--- src/rtl/ter_intlv_ctrl_pkg.sv ---
// ---------------------------------------------------------------------------
// ter_intlv_ctrl_pkg
// Shared definitions for the TER interleaver frame sequencer:
//   - sequencer state enum (IDLE, LOAD, WRITE, GAP, READ)
//   - err_code values
//   - legal link-ID range
//   - link-ID -> interleaver length table (link_len)
// ---------------------------------------------------------------------------
package ter_intlv_ctrl_pkg;

  typedef enum logic [2:0] {
    ST_IDLE  = 3'd0,
    ST_LOAD  = 3'd1,
    ST_WRITE = 3'd2,
    ST_GAP   = 3'd3,
    ST_READ  = 3'd4
  } state_e;

  localparam logic [1:0] ERR_NONE     = 2'b00;
  localparam logic [1:0] ERR_LINK     = 2'b01;
  localparam logic [1:0] ERR_UNDERRUN = 2'b10;

  localparam logic [4:0] LINK_MIN = 5'd11;
  localparam logic [4:0] LINK_MAX = 5'd19;

  // Native width of the length table; every entry fits in 13 bits.
  localparam int TBL_W = 13;

  // Link-ID to interleaver length. Out-of-range IDs map to zero.
  function automatic logic [TBL_W-1:0] link_len(input logic [4:0] link);
    logic [TBL_W-1:0] len;
    case (link)
      5'd11:   len = 13'd432;
      5'd12:   len = 13'd972;
      5'd13:   len = 13'd1296;
      5'd14:   len = 13'd896;
      5'd15:   len = 13'd2016;
      5'd16:   len = 13'd2688;
      5'd17:   len = 13'd1872;
      5'd18:   len = 13'd4032;
      5'd19:   len = 13'd5616;
      default: len = 13'd0;
    endcase
    return len;
  endfunction

endpackage

--- src/rtl/ter_len_lut.sv ---
// ---------------------------------------------------------------------------
// ter_len_lut
// Combinational link-ID -> interleaver length map with a legality flag.
// Ports:
//   link_i   [4:0]       link ID from the frame descriptor
//   len_o    [LEN_W-1:0] interleaver length (0 when illegal)
//   legal_o              1 when link_i is within LINK_MIN..LINK_MAX
// ---------------------------------------------------------------------------
module ter_len_lut
  import ter_intlv_ctrl_pkg::*;
#(
  parameter int LEN_W = 13
) (
  input  logic [4:0]       link_i,
  output logic [LEN_W-1:0] len_o,
  output logic             legal_o
);

  // Range check and table lookup.
  always_comb begin
    len_o   = {LEN_W{1'b0}};
    legal_o = 1'b0;
    if ((link_i >= LINK_MIN) && (link_i <= LINK_MAX)) begin
      legal_o = 1'b1;
      len_o   = LEN_W'(link_len(link_i));
    end else begin
      legal_o = 1'b0;
      len_o   = {LEN_W{1'b0}};
    end
  end

endmodule

--- src/rtl/ter_intlv_ctrl.sv ---
// ---------------------------------------------------------------------------
// ter_intlv_ctrl
// Frame sequencer for the TER interleaver enable/address generator.
// Accepts a link-ID descriptor, maps it to m_len, then runs a contiguous
// write phase (din_vld) followed, after GAP idle cycles, by a flow-controlled
// read phase (request = m_rdy).
// Ports:
//   clk, n_rst         clock, async active-low reset
//   cfg_vld/cfg_link   frame descriptor; cfg_rdy high in IDLE
//   s_vld/s_rdy        upstream sample handshake (s_rdy = write strobe)
//   m_rdy              downstream ready, gates request in READ
//   m_len              interleaver length, 0 in IDLE
//   din_vld, request   write / read strobes
//   busy               not in IDLE
//   frame_done         pulse with the last request of a frame
//   err, err_code      error pulse and sticky cause (01 bad link, 10 underrun)
// Optional (macro TER_CTRL_FRM_CNT_EN):
//   frm_cnt [15:0]     completed frames, wrapping
//   err_cnt [15:0]     err pulses, saturating
// ---------------------------------------------------------------------------
module ter_intlv_ctrl
  import ter_intlv_ctrl_pkg::*;
#(
  parameter int LEN_W = 13,
  parameter int CNT_W = 16,
  parameter int GAP   = 2
) (
  input  logic             clk,
  input  logic             n_rst,
  input  logic             cfg_vld,
  input  logic [4:0]       cfg_link,
  output logic             cfg_rdy,
  input  logic             s_vld,
  output logic             s_rdy,
  input  logic             m_rdy,
  output logic [LEN_W-1:0] m_len,
  output logic             din_vld,
  output logic             request,
  output logic             busy,
  output logic             frame_done,
  output logic             err,
  output logic [1:0]       err_code
`ifdef TER_CTRL_FRM_CNT_EN
  ,
  output logic [15:0]      frm_cnt,
  output logic [15:0]      err_cnt
`endif
);

  state_e           state_q, state_d;
  logic [CNT_W-1:0] cnt_q, cnt_d;
  logic [LEN_W-1:0] m_len_q, m_len_d;
  logic             uflow_q, uflow_d;
  logic             err_q, err_d;
  logic [1:0]       err_code_q, err_code_d;

  logic [LEN_W-1:0] lut_len_s;
  logic             lut_legal_s;
  logic             cnt_last_s;

  ter_len_lut #(
    .LEN_W (LEN_W)
  ) u_len_lut (
    .link_i  (cfg_link),
    .len_o   (lut_len_s),
    .legal_o (lut_legal_s)
  );

  assign cnt_last_s = ((cnt_q + CNT_W'(1)) == CNT_W'(m_len_q));

  // Next-state and strobe decode.
  always_comb begin
    state_d    = state_q;
    cnt_d      = cnt_q;
    m_len_d    = m_len_q;
    uflow_d    = uflow_q;
    err_d      = 1'b0;
    err_code_d = err_code_q;
    cfg_rdy    = 1'b0;
    s_rdy      = 1'b0;
    din_vld    = 1'b0;
    request    = 1'b0;
    frame_done = 1'b0;
    case (state_q)
      ST_IDLE: begin
        cfg_rdy = 1'b1;
        if (cfg_vld) begin
          if (lut_legal_s) begin
            m_len_d = lut_len_s;
            state_d = ST_LOAD;
          end else begin
            // Illegal descriptor is dropped; only the error is reported.
            err_d      = 1'b1;
            err_code_d = ERR_LINK;
          end
        end else begin
          state_d = ST_IDLE;
        end
      end
      ST_LOAD: begin
        // Being here for at least one cycle lets the generator register its offset.
        if (s_vld) begin
          state_d = ST_WRITE;
          cnt_d   = {CNT_W{1'b0}};
          uflow_d = 1'b0;
        end else begin
          state_d = ST_LOAD;
        end
      end
      ST_WRITE: begin
        din_vld = 1'b1;
        s_rdy   = 1'b1;
        // Missing samples never stall the write; report once per frame.
        if (!s_vld && !uflow_q) begin
          err_d      = 1'b1;
          err_code_d = ERR_UNDERRUN;
          uflow_d    = 1'b1;
        end else begin
          uflow_d = uflow_q;
        end
        if (cnt_last_s) begin
          state_d = ST_GAP;
          cnt_d   = {CNT_W{1'b0}};
        end else begin
          cnt_d = cnt_q + CNT_W'(1);
        end
      end
      ST_GAP: begin
        // The sample counter doubles as the gap timer.
        if (cnt_q == CNT_W'(GAP - 1)) begin
          state_d = ST_READ;
          cnt_d   = {CNT_W{1'b0}};
        end else begin
          cnt_d = cnt_q + CNT_W'(1);
        end
      end
      ST_READ: begin
        request = m_rdy;
        if (m_rdy) begin
          if (cnt_last_s) begin
            frame_done = 1'b1;
            state_d    = ST_IDLE;
            m_len_d    = {LEN_W{1'b0}};
            cnt_d      = {CNT_W{1'b0}};
          end else begin
            cnt_d = cnt_q + CNT_W'(1);
          end
        end else begin
          cnt_d = cnt_q;
        end
      end
      default: begin
        state_d = ST_IDLE;
        cnt_d   = {CNT_W{1'b0}};
        m_len_d = {LEN_W{1'b0}};
      end
    endcase
  end

  // Sequencer state, counter, length and error registers.
  always_ff @(posedge clk or negedge n_rst) begin
    if (!n_rst) begin
      state_q    <= ST_IDLE;
      cnt_q      <= {CNT_W{1'b0}};
      m_len_q    <= {LEN_W{1'b0}};
      uflow_q    <= 1'b0;
      err_q      <= 1'b0;
      err_code_q <= ERR_NONE;
    end else begin
      state_q    <= state_d;
      cnt_q      <= cnt_d;
      m_len_q    <= m_len_d;
      uflow_q    <= uflow_d;
      err_q      <= err_d;
      err_code_q <= err_code_d;
    end
  end

  assign busy     = (state_q != ST_IDLE);
  assign m_len    = m_len_q;
  assign err      = err_q;
  assign err_code = err_code_q;

`ifdef TER_CTRL_FRM_CNT_EN
  logic [15:0] frm_cnt_q, frm_cnt_d;
  logic [15:0] err_cnt_q, err_cnt_d;

  // Frame counter wraps; error counter saturates.
  always_comb begin
    frm_cnt_d = frm_cnt_q;
    err_cnt_d = err_cnt_q;
    if (frame_done) begin
      frm_cnt_d = frm_cnt_q + 16'd1;
    end else begin
      frm_cnt_d = frm_cnt_q;
    end
    if (err_q && (err_cnt_q != 16'hFFFF)) begin
      err_cnt_d = err_cnt_q + 16'd1;
    end else begin
      err_cnt_d = err_cnt_q;
    end
  end

  // Statistics registers.
  always_ff @(posedge clk or negedge n_rst) begin
    if (!n_rst) begin
      frm_cnt_q <= 16'd0;
      err_cnt_q <= 16'd0;
    end else begin
      frm_cnt_q <= frm_cnt_d;
      err_cnt_q <= err_cnt_d;
    end
  end

  assign frm_cnt = frm_cnt_q;
  assign err_cnt = err_cnt_q;
`endif

endmodule

--- config.mk ---
export PLATFORM = sky130hd
export DESIGN_NAME = ter_intlv_ctrl
export DESIGN_NICKNAME = d
export VERILOG_FILES = /design/src/rtl/ter_intlv_ctrl_pkg.sv /design/src/rtl/ter_len_lut.sv /design/src/rtl/ter_intlv_ctrl.sv
export SDC_FILE = /design/constraint.sdc
export NUM_CORES = 1
export LEC_CHECK = 0
export ABC_AREA = 1
export CORE_ASPECT_RATIO = 1.75
export CORE_MARGIN = 2
export CORE_UTILIZATION = 53
export CTS_BUF_LIST = sky130_fd_sc_hd__clkbuf_2 sky130_fd_sc_hd__clkbuf_4 sky130_fd_sc_hd__clkbuf_8
export DETAILED_ROUTE_END_ITERATION = 12
export PLACE_DENSITY = 0.88
export SLEW_MARGIN = 30
export SYNTH_ARGS = -nofsm -noshare
export SYNTH_HDL_FRONTEND = slang
export SYNTH_SLANG_ARGS = --single-unit
--- constraint.sdc ---
create_clock -name clk -period 1.9 [get_ports clk]
set_input_delay 0.285 -clock clk [delete_from_list [all_inputs] [get_ports clk]]
set_output_delay 0.285 -clock clk [all_outputs]
set_load 0.1 [all_outputs]
== Word-level counts from Yosys, hierarchy flattened ==
Memories as Yosys holds them, arrays and structs flattened.
Index checks and enable logic that the tools add are counted.

* Bits of input ports: 10
* Word-level logic and storage cells: 79
* Output and inout bits: 22
* Memories kept: 1
* Register bits: 36
* Memory bits (read-only): 352

* Order comparisons: 2
* Reduce and logical (&&, ||, !) cells: 14
* Equal/unequal tests: 16
* Bitwise logic cells: 2
* Multiplexer cells: 37
* Add/subtract/negate cells: 1

{| class="wikitable"
|+ Memory list
! memory !! depth !! width !! rd ports !! clocked after memory_dff !! write ports !! RTL line !! RTL
|-
| (name not given) || 32 || 11 || 1 || 0 || 0 || ter_intlv_ctrl_pkg.sv:32 || <nowiki>case (link)</nowiki>
|}

{| class="wikitable"
|+ Operators by type and width
! cell !! count
|-
| 16-bit one-hot mux with 5 select lines || 1
|-
| 13-bit two-way mux || 5
|-
| 16-bit two-way mux || 4
|-
| 13-bit one-hot mux with 3 select lines || 1
|-
| 3-bit two-way mux || 6
|-
| 2-bit != test (second input constant) || 9
|-
| 16-bit by 1-bit adder with 16-bit output (second input constant) || 1
|-
| 16-bit by 1-bit equality test with 1-bit output (second input constant) || 1
|-
| 16-bit by 13-bit equality test with 1-bit output || 1
|-
| 3-bit one-hot mux with 5 select lines || 1
|-
| 1-bit two-way mux || 12
|-
| 5-bit AND reduction || 2
|-
| 2-bit two-way mux || 4
|-
| 3-bit by 2-bit equality test with 1-bit output (second input constant) || 2
|-
| 3-bit AND reduction || 2
|-
| 5-bit by 4-bit >= comparator with 1-bit output (second input constant) || 1
|-
| 5-bit <= comparator (second input constant) || 1
|-
| 1-bit one-hot mux with 2 select lines || 2
|-
| 2-bit one-hot mux with 2 select lines || 1
|-
| 4-bit AND reduction || 1
|-
| 2-bit nonzero test || 2
|-
| 3-bit by 1-bit equality test with 1-bit output (second input constant) || 1
|-
| 3-bit equality test (second input constant) || 1
|-
| 3-bit zero test || 1
|-
| 6 further kinds || 9
|}

== Depth between registers and ports, before layout ==
* Word-level depth: 6
* Mapped depth: 17
* Mapped depth without buffers: 16

== Modules after synthesis ==
Synthesis repeated with hierarchy kept, for this count alone.

* Cell total of the unflattened synthesis: 472
* Area, all modules: 3,016.6 um^2

{| class="wikitable"
|+ Modules (own cells, without submodules)
! module !! area each (um^2) !! seq. area each (um^2) !! cells each !! instances
|-
| ter_intlv_ctrl || 2,638.8 || 900.9 || 399 || 1
|-
| ter_len_lut || 377.9 || 0.0 || 73 || 1
|}

== Worst setup path before layout ==
Ideal clock, no wire load.

* Path kind: flip-flop to output port
* From: reg m_len_q[8] (netlist: m_len[8])
* To: out frame_done
* Buffers on the path: 0
* Arrival: 3.588 ns
* Stages on the path, launching flop included: 9
* Path slack: -1.973 ns
* Required time: 1.615 ns
* Cells stage by stage: dfrtp_1 -> inv_1 -> nand3_1 -> nand2_1 -> nor2_1 -> nand2_1 -> nor2_1 -> nand3_1 -> nor3_1

* Word-level cells in the longest chain between the ends: 4

{| class="wikitable"
|+ RTL lines
! element !! RTL line !! RTL
|-
| start, declared || ter_intlv_ctrl.sv:52 || <nowiki>logic [LEN_W-1:0] m_len_q, m_len_d;</nowiki>
|-
| start signal, assigned || ter_intlv_ctrl.sv:165 || <nowiki>m_len_q <= {LEN_W{1'b0}};</nowiki>
|-
| start signal, assigned || ter_intlv_ctrl.sv:172 || <nowiki>m_len_q <= m_len_d;</nowiki>
|-
| 16-bit by 13-bit equality test with 1-bit output || ter_intlv_ctrl.sv:69 || <nowiki>assign cnt_last_s = ((cnt_q + CNT_W'(1)) == CNT_W'(m_len_q));</nowiki>
|-
| 1-bit two-way mux || ter_intlv_ctrl.sv:140 || <nowiki>if (cnt_last_s) begin</nowiki>
|-
| 1-bit two-way mux || ter_intlv_ctrl.sv:139 || <nowiki>if (m_rdy) begin</nowiki>
|-
| 1-bit two-way mux || ter_intlv_ctrl.sv:84 || <nowiki>case (state_q)</nowiki>
|-
| end, declared || ter_intlv_ctrl.sv:40 || <nowiki>output logic frame_done,</nowiki>
|}

Every way passes these cells.

== Worst setup path after layout ==
* From: reg cnt_q[1]
* To: out frame_done

* Word-level cells in the longest chain between the ends: 5

{| class="wikitable"
|+ RTL lines
! element !! RTL line !! RTL
|-
| start, declared || ter_intlv_ctrl.sv:51 || <nowiki>logic [CNT_W-1:0] cnt_q, cnt_d;</nowiki>
|-
| start signal, assigned || ter_intlv_ctrl.sv:164 || <nowiki>cnt_q <= {CNT_W{1'b0}};</nowiki>
|-
| start signal, assigned || ter_intlv_ctrl.sv:171 || <nowiki>cnt_q <= cnt_d;</nowiki>
|-
| 16-bit by 1-bit adder with 16-bit output || ter_intlv_ctrl.sv:69 ||
|-
| 16-bit by 13-bit equality test with 1-bit output || ter_intlv_ctrl.sv:69 ||
|-
| 1-bit two-way mux || ter_intlv_ctrl.sv:140 ||
|-
| 1-bit two-way mux || ter_intlv_ctrl.sv:139 ||
|-
| 1-bit two-way mux || ter_intlv_ctrl.sv:84 ||
|}

Every way passes these cells.

==> qor_table.md <==
| Metric | This run |
|:---|:---|
| Total number of placement rows | 34 |
| CP max FO | 4 |
| Total via count in the routed design | 3906 |
| DIE WIDTH | 57.9 um |
| Final routed wirelength across all metal layers | 13.2 mm |
| Placed wire-length estimate after detailed placement | 6.70 mm |
| Critical path buffer and inverter count | 1 |
| Post-Synthesis Cell Area | 0.00270 sq mm |
| Max-cap check violation count | 0 |
| Number of antenna violations at the first check in global routing | 0 |
| Detail Route Antenna Nets | 0 |
| Total congestion overflow | 0 |
| Antenna diode count | 0 |
| Pre-CTS setup slack | -445 ps |
| Xor/xnor share of the synthesized area | 0.00974 |
| Wire length on met3 | 1.57 mm |
| Violations in the final reports | setup timing |
| Non-filler cells, final | 587 |
| Cell total after placement | 566 |
| Number of synthesized flops with an enable pin | 0 |
| Flops & latches, synth | 33 |
| Path category of the worst min-delay check | in2async |
| Final period utilization | 1.52 |
| Power density cells | 1410 mW/mm^2 |
| Startpoint class of the critical path | register |
| Setup skew after layout | 10.1 ps |
| Die Footprint | 0.00570 sq mm |
| Signal arrival time at the worst endpoint | 2610 ps |
| Maximum number of pins on one net before global-route repair | 34 |
| Gate family responsible for the most delay along the worst path | simple AND/OR/NAND/NOR gates |
| Number of hold buffers added after CTS | 0 |
| Number of levels the H-tree was split into | 2 |
| Top routing layer in use | met4 |
| Fraction of final layout cells sized beyond drive strength 1 | 0.403 |
| P&R area growth vs syn | 56.1% |
| Distinct cells, synth | 37 |
| Drc violations | 0 |
| Critical Path End Type | primary output |
| Pins Over Slew Limit | 0 |
| Clock root buffer | clkbuf_8 |
| Number of buffers between clock root and the deepest sink | 2 |
| Routed met1 length | 3.92 mm |
| Effective utilization at floorplan | 0.546 |
| Most common library cells after synthesis | nand2_1 (140), inv_1 (48), nor2_1 (47), nand3_1 (39), dfrtp_1 (33) |
| Number of cells produced by synthesis | 416 |
| Total clock sinks | 33 |
| Design area | 0.00421 sq mm |
| Number of top-level design ports | 32 |
| Length of the first detailed-routing pass in iterations | 9 |
| Adder-cell share of the synthesized area | 0.0278 |
| Unrepaired setup endpoints after global routing | yes |
| Run status | complete, but fails checks |
| Final estimated routing congestion in global placement | 0.898 |
| Port Buffer Count | 29 |
| Dominant combinational cell family by area after synthesis | simple AND/OR/NAND/NOR gates |
| Number of setup violations in the final report | 32 |
| Clock tree from TritonCTS | done |
| Worst R2R Setup Slack | -770 ps |
| Clock transition at the registers of the reported paths | 90 ps |
| Final nets | 548 |
| Avg Synthesized Cell Area | 6.48 sq um |
| Post-Route Utilization | 0.853 |
| Count leader, synth | nand2_1 |
| Post-synthesis share of cell area spent on and, or, nand and nor gates | 0.488 |
| Count of routing violations after the opening detailed-route iteration | 479 |
| Required @ worst endpoint | 1620 ps |
| Maximum frequency from static timing analysis | 345 MHz |
| Worst setup margin | -995 ps |
| Gr usage total | 0.373 |
| Die Span Y | 98.4 um |
| Met2 Wirelength | 6.33 mm |
| Share of synthesized flip-flops with an asynchronous set or reset | 1.00 |
| Vias/cell | 6.65 |
| Cell type contributing the most total cell area after synthesis | dfrtp_1 |
| Leakage power of the design | 2.19 nW |
| Hold slack | 446 ps |
| FF-to-FF Start | cnt_q[1] |
| Placed cell area | 0.00369 sq mm |
| Share of the synthesized area in compound gates (AO/OA/AOI/OAI) | 0.0617 |
| Most used flip-flop cell after synthesis | dfrtp_1 |
| Cells along the critical path | ha_4 > nand2_4 > nor2_4 > nand4_1 > nand2_1 > nand2_2 > nor2_1 > nand2_1 > nor2_1 > nand3_2 > nor3_4 > buf_12 |
| Max rail drop VDD | 1810 uV |
| Num CTS Buffers | 5 |
| WL/cell | 22.5 um |
| Crit-path slowest cell | dfrtp_2 |
| Standard cell core area | 0.00493 sq mm |
| Synth top area cells | dfrtp_1 (31%), nand2_1 (19%), nand3_1 (7.2%) |
| Mux cell area share after synthesis | 0 |
| Proportion of synthesized chip area in sequential cells | 0.306 |
| Area share of the largest cell type after synthesis | 0.306 |
| Global-route wire length before repair | 16.1 mm |
| Clock insertion delay at the later pin of the skew report | 300 ps |
| Vias in the first global route | 3507 |
| Classification of the worst setup path | reg2out |
| Shortest period the worst path allows | 2890 ps |
| Critical Path Start | cnt_q[1] |
| Max incr delay on CP | 450 ps |
| Ys Warns | 0 |
| Final Hold Violating Endpoints | 0 |
[metal layers]
layer  vias to the layer above  GRT usage
met5                         -          0
met4                         0      0.290
met3                       167     0.0728
met2                       428      0.643
met1                      1737      0.374
li1                       1574          -
[where the power goes]
group	internal, mW	switching, mW	leakage [nW]	total [mW]
Clock	0.393	0.326	0.0543	0.719
Sequential	0.843	0.192	0.426	1.04
Combinational	1.28	2.90	1.71	4.18
[state kept, by name (all words and copies together) (netlist names)]
| name | flops |
|---|---|
| state_q | 3 |
| m_len | 10 |
| err_code | 2 |
| cnt_q | 16 |
| err | 1 |
| uflow_q | 1 |
[final cells by class]
type / count / area (sq um)
clock inverters: 3 / 46.3
repair buffers: 116 / 1040
clock buffers: 5 / 68.8
well taps: 54 / 67.6
fillers: 254 / 727
multi-input cells: 324 / 1950
inverters: 52 / 195
flip-flops and latches: 33 / 842
[per-stage QoR]
| step | TNS, ps | total power, mW |
|---|---|---|
| 2_1_floorplan | -3810 | 3.20 |
| 3_3_place_gp | -6280 | 4.28 |
| 3_5_place_dp | -8910 | 4.34 |
| 4_1_cts | -8370 | 5.28 |
| 5_1_grt | -20110 | 6.03 |
| 6_report | -18020 | 5.93 |
[cells in the final DEF (no fill, tap or decap), types with 3 or more instances in the layout]
cell type / netlist / routed
o21ai_0: 5 / 4
nor2_2: 2 / 7
nor2_8: 3 / 3
nand3_2: 3 / 6
dfrtp_1: 33 / 20
nand2_1: 140 / 106
nand3b_1: 3 / 3
nor2_4: 1 / 7
dfrtp_2: 0 / 13
clkbuf_8: 0 / 5
nand3_1: 39 / 34
buf_4: 5 / 91
nor3_1: 4 / 3
nand4_1: 22 / 22
nand3_4: 1 / 4
ha_1: 6 / 5
nand2_2: 9 / 34
a21oi_1: 13 / 13
nand2_4: 1 / 7
inv_1: 48 / 46
buf_12: 0 / 8
o22ai_1: 3 / 3
buf_6: 3 / 7
clkdlybuf4s50_1: 0 / 9
nand2_8: 0 / 4
nor2_1: 47 / 38
inv_2: 4 / 6
[path summary, 6_finish.rpt]
check,to,depth (start not counted)
hold reg to reg,err_code[0],1
setup / recovery,frame_done,12
min in group clk,err_code[0],1
max in group asynchronous,m_len[6],2
hold / removal,cnt_q[5],2
setup reg to reg,cnt_q[5],16
[timing repair]
action / 4_1_cts / 5_1_grt
pin swaps: 14 / 30
setup buffers: 3 / 7
gates cloned: 4 / 1
resized for setup: 22 / 56
setup endpoints to repair: 28 / 29
[kinds of logic (layout without fill, tap and decap cells)]
logic type,count (synthesis),in the layout
AO/OA/AOI/OAI,29,29
XOR/XNOR,3,3
adder cells (fa/ha/maj),6,6
buffers and inverters,64,176
flip-flops,33,33
other,1,2
AND/OR/NAND/NOR,280,284
Power figures use the tool's default switching activity.
